### src/rtl/alu_arbiter.sv
// Round-robin arbiter sharing one registered ALU between two requesters.
// One operation in flight; result returned on the owner's response port.
module alu_arbiter #(
    parameter int WIDTH = 16,
    parameter int OPW   = 4,
    parameter int CNTW  = 16
) (
    input  logic             clk,
    input  logic             rst,
    input  logic             req0_valid,
    output logic             req0_ready,
    input  logic [WIDTH-1:0] req0_a,
    input  logic [WIDTH-1:0] req0_b,
    input  logic [OPW-1:0]   req0_op,
    input  logic             req1_valid,
    output logic             req1_ready,
    input  logic [WIDTH-1:0] req1_a,
    input  logic [WIDTH-1:0] req1_b,
    input  logic [OPW-1:0]   req1_op,
    output logic             resp0_valid,
    output logic             resp1_valid,
    input  logic             resp0_ready,
    input  logic             resp1_ready,
    output logic [WIDTH-1:0] resp_result,
    output logic             resp_zero,
    output logic             resp_carry,
    output logic             resp_overflow,
    output logic [WIDTH-1:0] alu_a,
    output logic [WIDTH-1:0] alu_b,
    output logic [OPW-1:0]   alu_op,
    output logic             alu_enable,
    input  logic [WIDTH-1:0] alu_result,
    input  logic             alu_zero,
    input  logic             alu_carry,
    input  logic             alu_overflow,
    output logic             busy,
    output logic [CNTW-1:0]  op_count
);

    typedef enum logic [1:0] {IDLE, ISSUE, WAIT, RESP} state_t;

    state_t state;
    logic   last_grant;
    logic   owner;
    logic   gnt0;
    logic   gnt1;
    logic   take;
    logic   resp_take;

    // On a tie, the requester that was not served last wins.
    always_comb begin
        gnt0 = req0_valid & (~req1_valid | last_grant);
        gnt1 = req1_valid & (~req0_valid | ~last_grant);
    end

    assign req0_ready = (state == IDLE) & gnt0;
    assign req1_ready = (state == IDLE) & gnt1;
    assign take       = req0_ready | req1_ready;
    assign resp_take  = (state == RESP) & (owner ? resp1_ready : resp0_ready);

    always_ff @(posedge clk or posedge rst) begin
        if (rst) begin
            state         <= IDLE;
            last_grant    <= 1'b1;
            owner         <= 1'b0;
            alu_a         <= '0;
            alu_b         <= '0;
            alu_op        <= '0;
            alu_enable    <= 1'b0;
            resp0_valid   <= 1'b0;
            resp1_valid   <= 1'b0;
            resp_result   <= '0;
            resp_zero     <= 1'b0;
            resp_carry    <= 1'b0;
            resp_overflow <= 1'b0;
            busy          <= 1'b0;
            op_count      <= '0;
        end else begin
            case (state)
                IDLE: begin
                    if (take) begin
                        alu_a      <= req1_ready ? req1_a  : req0_a;
                        alu_b      <= req1_ready ? req1_b  : req0_b;
                        alu_op     <= req1_ready ? req1_op : req0_op;
                        owner      <= req1_ready;
                        last_grant <= req1_ready;
                        alu_enable <= 1'b1;
                        busy       <= 1'b1;
                        state      <= ISSUE;
                    end
                end
                ISSUE: begin
                    alu_enable <= 1'b0;
                    state      <= WAIT;
                end
                WAIT: begin
                    resp_result   <= alu_result;
                    resp_zero     <= alu_zero;
                    resp_carry    <= alu_carry;
                    resp_overflow <= alu_overflow;
                    resp0_valid   <= ~owner;
                    resp1_valid   <= owner;
                    state         <= RESP;
                end
                RESP: begin
                    if (resp_take) begin
                        resp0_valid <= 1'b0;
                        resp1_valid <= 1'b0;
                        busy        <= 1'b0;
                        op_count    <= op_count + CNTW'(1);
                        state       <= IDLE;
                    end
                end
                default: state <= IDLE;
            endcase
        end
    end

endmodule
### config.mk
export PLATFORM = sky130hd
export DESIGN_NAME = alu_arbiter
export DESIGN_NICKNAME = d
export VERILOG_FILES = /design/src/rtl/alu_arbiter.sv
export SDC_FILE = /design/constraint.sdc
export NUM_CORES = 1
export LEC_CHECK = 0
export CORE_MARGIN = 10
export CORE_UTILIZATION = 40
export DETAILED_ROUTE_END_ITERATION = 8
export DONT_BUFFER_PORTS = 1
export SETUP_SLACK_MARGIN = 0.15
export SLEW_MARGIN = 5
export SYNTH_ARGS = -nofsm -noshare
export SYNTH_HDL_FRONTEND = slang
export SYNTH_SLANG_ARGS = --single-unit
### constraint.sdc
create_clock -name clk -period 2.6 [get_ports clk]
set_input_delay 0.52 -clock clk [delete_from_list [all_inputs] [get_ports clk]]
set_output_delay 0.52 -clock clk [all_outputs]
set_load 0.02 [all_outputs]
After elaboration in Yosys (flattened, before gate mapping). Index checks and enable logic that the tools add are counted.

Magnitude comparators: 0. Mux-type cells: 13. Divide/modulo/power cells: 0. Shifts and indexed selects: 0. $mul: 0. Bitwise gates (word level): 12. Equal/unequal tests: 5. Add/subtract/negate cells: 1. Reductions and logical operators: 10.

Operator list (number): 16-bit two-way mux (2); 16-bit by 1-bit adder with 16-bit output (second input constant) (1); 2-bit AND reduction (5); 1-bit one-hot mux with 2 select lines (4); 2-bit one-hot mux with 4 select lines (1); 2-bit nonzero test (3); 1-bit AND (5); 2-bit == test (second input constant) (2); 2-bit two-way mux (2); 4-bit two-way mux (1); 2-bit != test (second input constant) (2); 1-bit NOT (4); 1-bit two-way mux (3); 1-bit OR (3); 3-bit AND reduction (1); 2-bit by 1-bit == test with 1-bit output (second input constant) (1); 2-bit zero test (1).

Input bits: 97. Word-level logic and storage cells: 56. Bits in latches: 0. Output and inout bits: 77. Memories kept: 0. Memory bits (read-only): 0. Flip-flop bits (word level): 79. RAM bits: 0.

Depth between registers and ports, before layout.
Word-level depth: 7. Depth in mapped cells: 8. Mapped depth without buffers: 6.

Least setup slack after synthesis. No wires, ideal clock.

Kind: reg-to-output. Start point: register state[0]. End point: output port req1_ready. Path slack: 609 ps. Buffers on the path: 3. Data arrival time: 1471 ps. Stages on the path, launching flop included: 8. Cells stage by stage: dfrtp_1 -> inv_1 -> ha_1 -> clkbuf_1 -> nand3_1 -> buf_2 -> buf_4 -> inv_1.

Cells in the longest elaborated chain, start to end: 2.

Ends and longest elaborated chain: start, declared (RTL line 42) `state_t state;`; start signal, assigned (RTL line 63) `state <= IDLE;`; start signal, assigned (RTL line 89) `state <= ISSUE;`; start signal, assigned (RTL line 94) `state <= WAIT;`; 2-bit zero test (RTL line 57) `assign req1_ready = (state == IDLE) & gnt1;`; 1-bit AND (RTL line 57); end, declared (RTL line 16) `output logic req1_ready,`.

No other way between the ends.

Worst setup path in the final report. Ends and elaborated chain as after synthesis.

==> run metrics <==
run status finished, final reports clean; FF-to-FF path depth 6; core area between 0.008 and 0.009 mm^2; via count of the first global-routing pass between 2,000 and 2,500; area of the die about 0.013 mm^2; Routed Antenna Nets 0; Detail Placement HPWL between 6000 and 7000 um; CP Buf/Inv Count 2; delay of the slowest cell on the worst path 0.42 ns; maximum level of the CTS H-tree 3; layout net count roughly 400; Post-route DRC 0; Die Wd around 110 um; mean area per synthesized cell ~12 um^2; Register Area 0.00198 mm^2; wire length of the first global-routing pass 13,300 um; clock transition at the register clock pins on the worst setup and hold paths after CTS 0.08 ns; effective utilization at floorplan 41.5%; max-slew violation count 0; P_leak 0.00186 uW; worst hold path class input port to asynchronous set/reset pin; top flip-flop cell by instance count after synthesis sky130_fd_sc_hd__dfrtp_1; fillcell total between 700 and 800; capturing element type of the critical path output port; Area growth, synth to finish 9.00%; end of the worst register-to-register path alu_b[7]; CP delay by family, top flip-flops; Worst EP required 2.08 ns; io pins 174; most common library cell in the layout ignoring fill and taps sky130_fd_sc_hd__dfrtp_1; count of flip-flops with a built-in enable after synthesis 0; final worst hold slack 0.179 ns; routed wirelength normalized by instance count 20.9 um; via total after detailed routing 2,157; Multi-input gate area 0.00141 mm^2; via density per instance around 5.3; CP Launch Type flop; final non-filler cell area 0.00377 mm^2; total power divided by cell area approximately 1300 mW/mm^2; area share of the largest cell type after synthesis 56.4%; post-CTS repair timing setup buffer count 0; leading area contributor after synthesis sky130_fd_sc_hd__dfrtp_1; reg-to-reg critical path startpoint state[0]; 1st-iter DRT viols between 60 and 70; VDD IR-drop max 0.521 mV; total of warnings raised by yosys 0; Inserted Clock Buffers 9; sequential cell area fraction in the yosys report a little under three fifths; cell with the most instances on the worst path sky130_fd_sc_hd__inv_1; final hold viol count 0; async set-reset flop share out of synthesis 100%; Pre-antenna DRT Iters 4; Die Y-Extent 113 um; number of violations of the max-capacitance limit 0; Reg2Reg Setup Slack 0.69 ns; number of distinct library cells after synthesis 33; Post-Synthesis Net Count 399; sum of routed wire length over all layers around 8500 um; largest net degree at the start of global routing 76; final weighted congestion in routability-driven placement just under 0.8; highest-count cells in the layout ignoring fill and taps 78 x sky130_fd_sc_hd__dfrtp_1, 48 x sky130_fd_sc_hd__nand2_1, 37 x sky130_fd_sc_hd__mux2i_1; Setup Crit Path Kind flop to output port; worst-margin pin slew 0.812 ns; global-route total usage across every layer between 10% and 20%; number of antenna violations at the first check in global routing 0; share of layout cells above drive strength 1 15.0%; Max Clock Freq 0.444 GHz; count of clock tree sinks 79; number of buffers between clock root and the deepest sink 2; Ant. Diodes 0; #FFs+latches synth just under 80; top area cells in the synthesized netlist sky130_fd_sc_hd__dfrtp_1 56%, sky130_fd_sc_hd__mux2i_1 11%, sky130_fd_sc_hd__mux2_2 6.2%; synthesized instance count 297; setup_tns 0 ns; GR Overflow Total 0; headroom to the max-slew limit 45.8%; RSZ-0062 raised after global routing false; cell-by-cell trace of the critical path inv_1 > ha_1 > nand3_2 > inv_1; area of the mapped netlist 0.00346 mm^2; launch point of the critical path state[0]; Final setup viols 0; Root Buffer Master sky130_fd_sc_hd__clkbuf_8; clock latency at the later pin of the worst-skew pair about 0.34 ns; Cell Area, Placed 0.00359 mm^2; # rows 33; maximum clock skew at final layout about 0.0089 ns; TritonCTS clock tree done; port bufs 0; minimum clock period after layout 2.25 ns; data arrival time of the critical path 1.73 ns; period utilisation layout a little under 90%; crit path max fanout 8; slowest stage cell, crit path sky130_fd_sc_hd__dfrtp_1
-- worst max-delay path by stage --
stage / cells past startpoint / slack [ns] / to
after floorplan: 7 / 0.61 / req1_ready
after global placement: 4 / 0.70 / req0_ready
after detailed placement: 6 / 0.64 / alu_b[7]
after CTS: 4 / 0.26 / req0_ready
after global routing: 4 / 0.16 / req1_ready
final: 4 / 0.35 / req1_ready
-- Yosys cell counts (2+ instances only) --
cell / count
sky130_fd_sc_hd__dfrtp_1: 78
sky130_fd_sc_hd__nand2_1: 48
sky130_fd_sc_hd__mux2i_1: 37
sky130_fd_sc_hd__mux2_2: 19
sky130_fd_sc_hd__o21ai_0: 19
sky130_fd_sc_hd__o21ai_1: 19
sky130_fd_sc_hd__xnor2_1: 10
sky130_fd_sc_hd__clkbuf_1: 9
sky130_fd_sc_hd__nand3_1: 7
sky130_fd_sc_hd__inv_1: 6
sky130_fd_sc_hd__ha_1: 5
sky130_fd_sc_hd__xor2_1: 5
sky130_fd_sc_hd__a21oi_1: 4
sky130_fd_sc_hd__buf_2: 4
sky130_fd_sc_hd__nand4_1: 3
sky130_fd_sc_hd__and4_1: 2
sky130_fd_sc_hd__buf_4: 2
sky130_fd_sc_hd__mux2_1: 2
sky130_fd_sc_hd__nor2_1: 2
sky130_fd_sc_hd__nor2b_1: 2
sky130_fd_sc_hd__nor3_1: 2
-- stage by stage --
stage | setup WS [ns] | total power, uW | std cells | util, %
after floorplan | 0.609 | 3740 | 297 | -
after global placement | 0.704 | 4080 | 391 | 43.1
after detailed placement | 0.640 | 4150 | 391 | 43.1
after CTS | 0.257 | 5020 | 406 | 45.2
after global routing | 0.161 | 5280 | 406 | 45.3
final | 0.349 | 4910 | 406 | 45.3
-- routing by layer --
layer / GRT usage [%] / wire length (um) / vias to the layer above / part of all wire (%)
li1: - / - / 1019 / -
met1: 13.7 / 3130 / 1026 / 37
met2: 21.0 / 4130 / 102 / 49
met3: 8.82 / 1160 / 10 / 14
met4: 4.15 / 89 / 0 / 1.0
met5: 0 / 0 / - / 0
-- cells by family after synthesis --
logic type / after synthesis / share of synthesized area (%)
buf+inv: 22 / 2.75
xor+xnor: 15 / 3.79
fa+ha+maj: 5 / 1.81
simple gates: 71 / 9.65
flops: 79 / 57.1
mux: 59 / 17.9
compound gates: 46 / 6.97
-- registers in the layout, indices dropped and copies added, names as in the netlist, 2 cells and up --
register     flops
alu_a           16
alu_b           16
alu_op           4
op_count        16
resp_result     16
state            2
-- worst register-to-register path: stages, from the launching register on --
cell                      delay (ns)
sky130_fd_sc_hd__dfrtp_1        0.42
sky130_fd_sc_hd__inv_1          0.11
sky130_fd_sc_hd__ha_1           0.37
sky130_fd_sc_hd__nand3_2        0.25
sky130_fd_sc_hd__buf_4          0.32
sky130_fd_sc_hd__mux2i_1        0.24
sky130_fd_sc_hd__o21ai_1        0.08
-- report_power, final --
part	switching (uW)	internal, uW
Sequential	1060	1760
Combinational	653	584
Clock	421	436
Total	2130	2780
-- layout make-up --
type / count / share of cell area [%]
clock buffers: 11 / 3.48
clock inverters: 4 / 1.26
inverters: 6 / 0.696
multi-input cells: 196 / 37.4
flip-flops and latches: 79 / 52.4
well taps: 105 / 3.48
repair buffers: 5 / 1.33
-- what timing repair did --
item                                    CTS  global route
endpoints found under the setup margin    0             1
hold buffers                              0             0
gates resized for setup                   0             1
(Power assumes the default switching activity.)
